### src/rtl/vga_pkg.sv
// Shared VGA timing presets, sync polarity constants and a constant-time log2 helper.
package vga_pkg;

    localparam logic SYNC_ACTIVE_LOW  = 1'b0;
    localparam logic SYNC_ACTIVE_HIGH = 1'b1;

    // 640x480 @ 60 Hz, 25.175 MHz pixel clock
    localparam int unsigned VGA640_H_VISIBLE = 640;
    localparam int unsigned VGA640_H_FRONT   = 16;
    localparam int unsigned VGA640_H_SYNC    = 96;
    localparam int unsigned VGA640_H_BACK    = 48;
    localparam int unsigned VGA640_V_VISIBLE = 480;
    localparam int unsigned VGA640_V_FRONT   = 10;
    localparam int unsigned VGA640_V_SYNC    = 2;
    localparam int unsigned VGA640_V_BACK    = 33;

    // 800x600 @ 60 Hz, 40 MHz pixel clock, positive sync
    localparam int unsigned VGA800_H_VISIBLE = 800;
    localparam int unsigned VGA800_H_FRONT   = 40;
    localparam int unsigned VGA800_H_SYNC    = 128;
    localparam int unsigned VGA800_H_BACK    = 88;
    localparam int unsigned VGA800_V_VISIBLE = 600;
    localparam int unsigned VGA800_V_FRONT   = 1;
    localparam int unsigned VGA800_V_SYNC    = 4;
    localparam int unsigned VGA800_V_BACK    = 23;

    function automatic int unsigned clog2(input int unsigned value);
        int unsigned result;
        result = 0;
        for (int unsigned i = 0; i < 32; i++) begin
            if ((64'd1 << i) < 64'(value)) result = i + 1;
        end
        return result;
    endfunction

endpackage

### src/rtl/vga_delay_line.sv
// Enable-gated shift register with synchronous reset to a fixed pattern; DEPTH=0 is a wire.
module vga_delay_line
    import vga_pkg::*;
#(
    parameter int unsigned       WIDTH     = 1,
    parameter int unsigned       DEPTH     = 1,
    parameter logic [WIDTH-1:0]  RESET_VAL = '0
) (
    input  logic             i_Clk,
    input  logic             i_Reset,
    input  logic             i_Enable,
    input  logic [WIDTH-1:0] i_Data,
    output logic [WIDTH-1:0] o_Data
);

    if (DEPTH == 0) begin : g_bypass
        logic unused_ctrl;
        assign unused_ctrl = ^{i_Clk, i_Reset, i_Enable};
        assign o_Data      = i_Data;
    end else begin : g_shift
        logic [WIDTH-1:0] stage [DEPTH];

        always_ff @(posedge i_Clk) begin
            if (i_Reset) begin
                for (int unsigned i = 0; i < DEPTH; i++) stage[i] <= RESET_VAL;
            end else if (i_Enable) begin
                stage[0] <= i_Data;
                for (int unsigned i = 1; i < DEPTH; i++) stage[i] <= stage[i-1];
            end
        end

        assign o_Data = stage[DEPTH-1];
    end

endmodule

### src/rtl/vga_timing_gen.sv
// Parametrised VGA raster: coordinates issued PIPE_DELAY cycles ahead of the registered
// sync/colour pins so a fixed-latency pixel source lines up with the syncs.
module vga_timing_gen
    import vga_pkg::*;
#(
    parameter int unsigned H_VISIBLE  = VGA640_H_VISIBLE,
    parameter int unsigned H_FRONT    = VGA640_H_FRONT,
    parameter int unsigned H_SYNC     = VGA640_H_SYNC,
    parameter int unsigned H_BACK     = VGA640_H_BACK,
    parameter int unsigned V_VISIBLE  = VGA640_V_VISIBLE,
    parameter int unsigned V_FRONT    = VGA640_V_FRONT,
    parameter int unsigned V_SYNC     = VGA640_V_SYNC,
    parameter int unsigned V_BACK     = VGA640_V_BACK,
    parameter logic        SYNC_POL   = SYNC_ACTIVE_LOW,
    parameter int unsigned COLOR_BITS = 3,
    parameter int unsigned PIPE_DELAY = 2,
    parameter int unsigned COORD_W    = 12
) (
    input  logic                  i_Clk,
    input  logic                  i_Reset,
    input  logic                  i_Enable,
    input  logic [COLOR_BITS-1:0] i_Red,
    input  logic [COLOR_BITS-1:0] i_Grn,
    input  logic [COLOR_BITS-1:0] i_Blu,
    output logic [COORD_W-1:0]    o_X,
    output logic [COORD_W-1:0]    o_Y,
    output logic                  o_Active,
    output logic                  o_Line_Start,
    output logic                  o_Frame_Start,
    output logic                  o_VGA_HSync,
    output logic                  o_VGA_VSync,
    output logic [COLOR_BITS-1:0] o_VGA_Red,
    output logic [COLOR_BITS-1:0] o_VGA_Grn,
    output logic [COLOR_BITS-1:0] o_VGA_Blu
);

    localparam int unsigned H_TOTAL = H_VISIBLE + H_FRONT + H_SYNC + H_BACK;
    localparam int unsigned V_TOTAL = V_VISIBLE + V_FRONT + V_SYNC + V_BACK;

    localparam logic [COORD_W-1:0] H_LAST   = COORD_W'(H_TOTAL - 1);
    localparam logic [COORD_W-1:0] V_LAST   = COORD_W'(V_TOTAL - 1);
    localparam logic [COORD_W-1:0] H_VIS    = COORD_W'(H_VISIBLE);
    localparam logic [COORD_W-1:0] V_VIS    = COORD_W'(V_VISIBLE);
    localparam logic [COORD_W-1:0] HS_START = COORD_W'(H_VISIBLE + H_FRONT);
    localparam logic [COORD_W-1:0] HS_END   = COORD_W'(H_VISIBLE + H_FRONT + H_SYNC);
    localparam logic [COORD_W-1:0] VS_START = COORD_W'(V_VISIBLE + V_FRONT);
    localparam logic [COORD_W-1:0] VS_END   = COORD_W'(V_VISIBLE + V_FRONT + V_SYNC);

    if (COORD_W < clog2(H_TOTAL) || COORD_W < clog2(V_TOTAL) || PIPE_DELAY > 15) begin : g_bad_params
        $error("vga_timing_gen: COORD_W too narrow or PIPE_DELAY out of range");
    end

    logic [COORD_W-1:0] x_cnt;
    logic [COORD_W-1:0] y_cnt;

    always_ff @(posedge i_Clk) begin
        if (i_Reset) begin
            x_cnt <= '0;
            y_cnt <= '0;
        end else if (i_Enable) begin
            if (x_cnt == H_LAST) begin
                x_cnt <= '0;
                y_cnt <= (y_cnt == V_LAST) ? '0 : y_cnt + 1'b1;
            end else begin
                x_cnt <= x_cnt + 1'b1;
            end
        end
    end

    logic hsync_lvl;
    logic vsync_lvl;
    logic active;

    always_comb begin
        hsync_lvl = (x_cnt >= HS_START && x_cnt < HS_END) ? SYNC_POL : ~SYNC_POL;
        vsync_lvl = (y_cnt >= VS_START && y_cnt < VS_END) ? SYNC_POL : ~SYNC_POL;
        active    = (x_cnt < H_VIS) && (y_cnt < V_VIS);
    end

    // Syncs travel at pin level so reset can preload the inactive level into every stage.
    logic [2:0] dly_out;

    vga_delay_line #(
        .WIDTH     (3),
        .DEPTH     (PIPE_DELAY),
        .RESET_VAL ({~SYNC_POL, ~SYNC_POL, 1'b0})
    ) u_delay (
        .i_Clk    (i_Clk),
        .i_Reset  (i_Reset),
        .i_Enable (i_Enable),
        .i_Data   ({hsync_lvl, vsync_lvl, active}),
        .o_Data   (dly_out)
    );

    always_ff @(posedge i_Clk) begin
        if (i_Reset) begin
            o_VGA_HSync <= ~SYNC_POL;
            o_VGA_VSync <= ~SYNC_POL;
            o_VGA_Red   <= '0;
            o_VGA_Grn   <= '0;
            o_VGA_Blu   <= '0;
        end else if (i_Enable) begin
            o_VGA_HSync <= dly_out[2];
            o_VGA_VSync <= dly_out[1];
            o_VGA_Red   <= dly_out[0] ? i_Red : '0;
            o_VGA_Grn   <= dly_out[0] ? i_Grn : '0;
            o_VGA_Blu   <= dly_out[0] ? i_Blu : '0;
        end
    end

    assign o_X           = x_cnt;
    assign o_Y           = y_cnt;
    assign o_Active      = active;
    assign o_Line_Start  = (x_cnt == '0);
    assign o_Frame_Start = (x_cnt == '0) && (y_cnt == '0);

endmodule

### config.mk
export PLATFORM = sky130hd
export DESIGN_NAME = vga_timing_gen
export DESIGN_NICKNAME = d
export VERILOG_FILES = /design/src/rtl/vga_pkg.sv /design/src/rtl/vga_delay_line.sv /design/src/rtl/vga_timing_gen.sv
export SDC_FILE = /design/constraint.sdc
export NUM_CORES = 1
export LEC_CHECK = 0
export ABC_CLOCK_PERIOD_IN_PS = 1800
export CELL_PAD_IN_SITES_DETAIL_PLACEMENT = 1
export CELL_PAD_IN_SITES_GLOBAL_PLACEMENT = 1
export CORE_UTILIZATION = 36
export CTS_CLUSTER_SIZE = 12
export DETAILED_ROUTE_END_ITERATION = 10
export PLACE_DENSITY = 0.79
export SYNTH_ARGS = -nofsm -noshare
export SYNTH_HDL_FRONTEND = slang
export SYNTH_SLANG_ARGS = --single-unit
### constraint.sdc
create_clock -name i_Clk -period 1.8 [get_ports i_Clk]
set_input_delay 0.18 -clock i_Clk [delete_from_list [all_inputs] [get_ports i_Clk]]
set_output_delay 0.18 -clock i_Clk [all_outputs]
set_load 0.01 [all_outputs]
==> results, run 1 <==
- For this configuration, the core starts out at a cell density of a little under two fifths.
- The slowest stage of the critical path belongs to the cell sky130_fd_sc_hd__dfxtp_2.
- Of the available clock period, the critical path in the final layout requires 99.7%.
- The via count of the first global-routing pass is 2134.
- The min-delay analysis places its worst path in the category register to register.
- For met1 alone, demand over resource in global routing was between 20% and 30%.
- The number of nets handed over by synthesis was 245.
- Entering global routing, the biggest net connects 17 pins.
- The end point of the worst hold path is o_VGA_HSync$_SDFFE_PP1P_.
- Measured along the y axis, the die boundary spans around 77 um.
- The critical path goes through nor4_2 -> and4_1 -> buf_4 -> nand4_1 -> nor2_1 -> buf_2.
- At the end of the flow, the number of nets in the layout was around 330.
- The leakage power figure is 0.00114 uW.
- During synthesis, Yosys emitted a total of 0 warnings.
- Setup repair after global routing could not meet its margin everywhere.
- The headroom to the max-slew limit is a little over two thirds.
- The checks that failed: design-rule violations.
- The number of different library cells in the post-synthesis netlist is 44.
- The number of setup violations in the final report is 0.
- The clock latency on the worst-skew pair is ~0.30 ns.
- The global routing stage identified its most utilized layer as met2.
- Leaving out filler cells and counting taps, the final layout contains approximately 380.
- The sum of routed wire length over all layers is ~6.7 mm.
- The critical-path maximum fanout is 2.
- The total global routing overflow is 0.
- The ratio of total power to cell area is between 600 and 700 nW/um^2.
- Routability-driven placement finished with a final weighted congestion of about 0.9.
- Derived from the worst setup path, the maximum achievable clock frequency is between 500 and 600 MHz.
- The overall power of the completed layout is about 1900 uW.
- The sequential cells in the finished layout cover a total of about 890 sq um.
- The repair_antennas step left the layout with diodes totalling 0.
- The detailed-route via count is about 2100.
- The length of the first detailed-routing pass in iterations is 7.
- In the synthesized netlist the async set-or-reset flop fraction comes to 0%.
- The global routing usage on met2 is 40.6%.
- The residual antenna-violating net count after detailed routing is 0.
- The final hold violation count was 0.
- Synthesis handed over a netlist of between 200 and 250 instances.
- The fraction of final layout cells sized beyond drive strength 1 is between 20% and 30%.
- The area of the multi-input gates is approximately 1100 sq um.
- The depth of the most critical reg-to-reg path is 7.
- The setup check on the worst reg-to-reg path leaves a slack of 0.10 ns.
- The critical path in this run is classified as register to output pin.
- The startpoint type of the worst setup path is a register.
- The cell depth of the worst hold path is 2.
- The worst-margin pin slew is about 0.44 ns.
- Summed over all failing endpoints, the final setup total negative slack is 0 ns.
- The clock passes through at most 2 buffers.
- The first global-routing pass estimated 10.5 mm of wire.
- STA classifies the critical path endpoint as an output pin.
- The estimated wirelength of the detail-placed design is 4.71 mm.
- Counting flops with a built-in enable in the synthesized netlist gives 6.
- The final instance area is 3020 sq um.
- In this run, the number of DRC markers left after iteration 0 of detailed routing was about 110.
- The largest single stage delay on the critical path is between 0.3 and 0.4 ns.
- The beginning of the worst register-to-register path is o_X[8]$_SDFFE_PP0P_.
- The part of the Yosys area used for sequential elements is between 40% and 50%.
- In this run the horizontal extent of the chip is just under 80 um.
- The area growth from synthesis to layout is 47.3%.
- The count of max-cap constraint violations is 0.
- The clock transition at the registers of the reported paths is around 0.080 ns.
- The placement-stage cell area is approximately 2800 sq um.
- The die footprint is between 5000 and 6000 sq um.
- The setup skew after layout is ~0.0075 ns.
- The cell area after synthesis is about 2000 sq um.
- The prevailing post-synth register cell is sky130_fd_sc_hd__dfxtp_1.
- The met3 usage in global routing is 5.06%.
- The data arrival time of the critical path is around 1.6 ns.
- For this design, the sink count on the clock tree is 41.
- The shortest clock period the worst path allows after layout is ~1.8 ns.
- The H-tree level count is 2.
- Counting tap cells, the placed design contains a total of around 370 instances.
- The initial antenna violation count is 0.
- For this design the top-level I/O count stands at 50.
- Using the TritonRoute via totals, the vias-per-cell ratio works out to 5.48.
- The flop and latch count out of synthesis is slightly above 40.
- The worst hold path begins at u_delay.g_shift.stage[0][5]$_SDFFCE_PN1P_.
- The TritonCTS clock tree is built.
- The flow ran to the end, but the final reports show violations.
- The number of placement rows is 27.
- The post-synthesis area per instance is around 9 sq um.
- In this run the critical register-to-register path is captured at o_Y[5]$_SDFFE_PP0P_.
- The number of remaining DRC errors is 2.
- The filler cells instantiated in the layout total roughly 650.
- The root buffer cell is sky130_fd_sc_hd__clkbuf_8.
- The required time at the endpoint of the critical path is between 1.5 and 2 ns.
- Port buffering added 49 buffers.
- The core region is between 5000 and 6000 sq um.
- The routed length per instance is between 15 and 20 um.
- Global routing used around 23% of the available tracks across all layers.
- The count of final max-slew check failures came to 0.
- The worst-case IR drop observed on VDD is 0.000285 V.
- Buffers inserted during clock tree synthesis total 5.
## what timing repair did
action / 4_1_cts / 5_1_grt
setup endpoints to repair: 4 / 14
pin swaps: 1 / 6
hold buffers: 0 / 0
gates resized for setup: 11 / 9
setup buffers: 1 / 3
## how the worst max path moves through the flow
| stage | startpoint | end | cells after the start |
|---|---|---|---|
| CTS | o_X[2]$_SDFFE_PP0P_ | o_Frame_Start | 6 |
| global route | o_X[4]$_SDFFE_PP0P_ | o_Frame_Start | 6 |
| detailed placement | i_Enable | o_Y[8]$_SDFFE_PP0P_ | 5 |
| global placement | i_Enable | u_delay.g_shift.stage[0][2]$_SDFFCE_PN1P_ | 4 |
| finish | o_X[4]$_SDFFE_PP0P_ | o_Frame_Start | 6 |
| floorplan | o_Y[0]$_SDFFE_PP0P_ | o_Y[11]$_SDFFE_PP0P_ | 6 |
## kinds of logic (layout without fill, tap and decap cells)
logic type | count (synthesis) | in the layout | synth area share (%)
flip-flops | 41 | 41 | 43.0
AND/OR/NAND/NOR | 106 | 106 | 30.3
XOR/XNOR | 9 | 9 | 3.85
buffers and inverters | 23 | 106 | 4.83
multiplexers | 3 | 3 | 1.47
adder cells (fa/ha/maj) | 5 | 5 | 3.06
AO/OA/AOI/OAI | 41 | 41 | 13.4
## Yosys cell counts (2+ instances only)
cell / number / area, sq um
sky130_fd_sc_hd__inv_1: 11 / 41.3
sky130_fd_sc_hd__or3_1: 2 / 12.5
sky130_fd_sc_hd__o211ai_1: 2 / 15.0
sky130_fd_sc_hd__nand3_1: 11 / 55.1
sky130_fd_sc_hd__nor2b_1: 10 / 62.6
sky130_fd_sc_hd__o31ai_1: 6 / 45.0
sky130_fd_sc_hd__nor3_1: 3 / 15.0
sky130_fd_sc_hd__and4_1: 8 / 70.1
sky130_fd_sc_hd__nor2_1: 23 / 86.3
sky130_fd_sc_hd__and3_1: 3 / 18.8
sky130_fd_sc_hd__clkbuf_1: 9 / 33.8
sky130_fd_sc_hd__and4bb_2: 2 / 25.0
sky130_fd_sc_hd__nand2b_1: 5 / 31.3
sky130_fd_sc_hd__nand4_1: 13 / 81.3
sky130_fd_sc_hd__dfxtp_1: 35 / 701
sky130_fd_sc_hd__o21ai_0: 3 / 15.0
sky130_fd_sc_hd__edfxtp_1: 6 / 180
sky130_fd_sc_hd__xor2_1: 8 / 70.1
sky130_fd_sc_hd__a22oi_1: 5 / 37.5
sky130_fd_sc_hd__and2_1: 6 / 37.5
sky130_fd_sc_hd__a21oi_1: 14 / 70.1
sky130_fd_sc_hd__ha_1: 5 / 62.6
sky130_fd_sc_hd__a31oi_1: 3 / 18.8
sky130_fd_sc_hd__nand2_1: 11 / 41.3
sky130_fd_sc_hd__a41oi_1: 3 / 26.3
sky130_fd_sc_hd__mux2i_1: 3 / 30.0
## registers in the layout, indices dropped and copies added (netlist names)
signal / cells
u_delay.g_shift.stage: 6
o_VGA_VSync: 1
o_VGA_HSync: 1
o_X: 12
o_VGA_Grn: 3
o_Y: 12
o_VGA_Blu: 3
o_VGA_Red: 3
## layer usage
metal,up-vias,share of wire (%)
li1,990,-
met1,1019,41
met2,74,50
met3,16,6.1
met4,0,2.5
met5,-,0
## area by class of cell
cell class,count,share of cell area (%)
Timing Repair Buffer,87,25.9
Tap cell,72,2.99
Sequential cell,41,29.4
Clock inverter,2,1.12
Multi-Input combinational cell,164,36.9
Inverter,11,1.37
Clock buffer,6,2.41
## report_power, final
part           internal [uW]  leakage, uW  switching (uW)
Combinational           90.0     0.000743            80.7
Clock                    410    0.0000528             320
Sequential               944     0.000341            8.61
## layout by cell type, fill, tap and decap left out, types with 2 or more instances in the layout
cell | netlist | routed
sky130_fd_sc_hd__o31ai_1 | 6 | 6
sky130_fd_sc_hd__o21ai_0 | 3 | 3
sky130_fd_sc_hd__nor3_2 | 1 | 3
sky130_fd_sc_hd__o211ai_1 | 2 | 2
sky130_fd_sc_hd__mux2i_1 | 3 | 3
sky130_fd_sc_hd__a41oi_1 | 3 | 3
sky130_fd_sc_hd__and4bb_2 | 2 | 2
sky130_fd_sc_hd__xor2_1 | 8 | 8
sky130_fd_sc_hd__nor2b_1 | 10 | 10
sky130_fd_sc_hd__nand2b_1 | 5 | 5
sky130_fd_sc_hd__clkbuf_8 | 0 | 5
sky130_fd_sc_hd__buf_4 | 1 | 38
sky130_fd_sc_hd__a31oi_1 | 3 | 3
sky130_fd_sc_hd__a22oi_1 | 5 | 5
sky130_fd_sc_hd__ha_1 | 5 | 4
sky130_fd_sc_hd__or3_1 | 2 | 2
sky130_fd_sc_hd__inv_1 | 11 | 11
sky130_fd_sc_hd__and4_4 | 1 | 2
sky130_fd_sc_hd__nand2_1 | 11 | 11
sky130_fd_sc_hd__and3_1 | 3 | 3
sky130_fd_sc_hd__nor2_1 | 23 | 22
sky130_fd_sc_hd__a21oi_1 | 14 | 14
sky130_fd_sc_hd__edfxtp_1 | 6 | 6
sky130_fd_sc_hd__clkdlybuf4s50_1 | 0 | 46
sky130_fd_sc_hd__nand3_1 | 11 | 11
sky130_fd_sc_hd__nand4_1 | 13 | 13
sky130_fd_sc_hd__and2_1 | 6 | 6
sky130_fd_sc_hd__dfxtp_1 | 35 | 33
sky130_fd_sc_hd__and4_1 | 8 | 7
## stage by stage
stage	hold WS, ns	utilization (%)	worst slack [ns]
2_1_floorplan	0.319	-	0.167
3_3_place_gp	0.450	51.5	-0.0891
3_5_place_dp	0.477	51.5	-0.0822
4_1_cts	0.497	54.1	-0.0683
5_1_grt	0.517	54.8	-0.0675
6_report	0.493	54.8	0.00507
## worst max-delay path: cells and delay by family, from the launching register on
family        cells  cell delay, ns
buf+inv           2            0.26
flops             1            0.33
simple gates      4            0.72
Note: power is estimated with default switching activity, not from simulation.
==> run 2, diff against run 1 <==
- CAP_MARGIN: not set -> 5
==> results of run 2 <==
No change in the layout: final DEF, timing and power equal those of run 1.
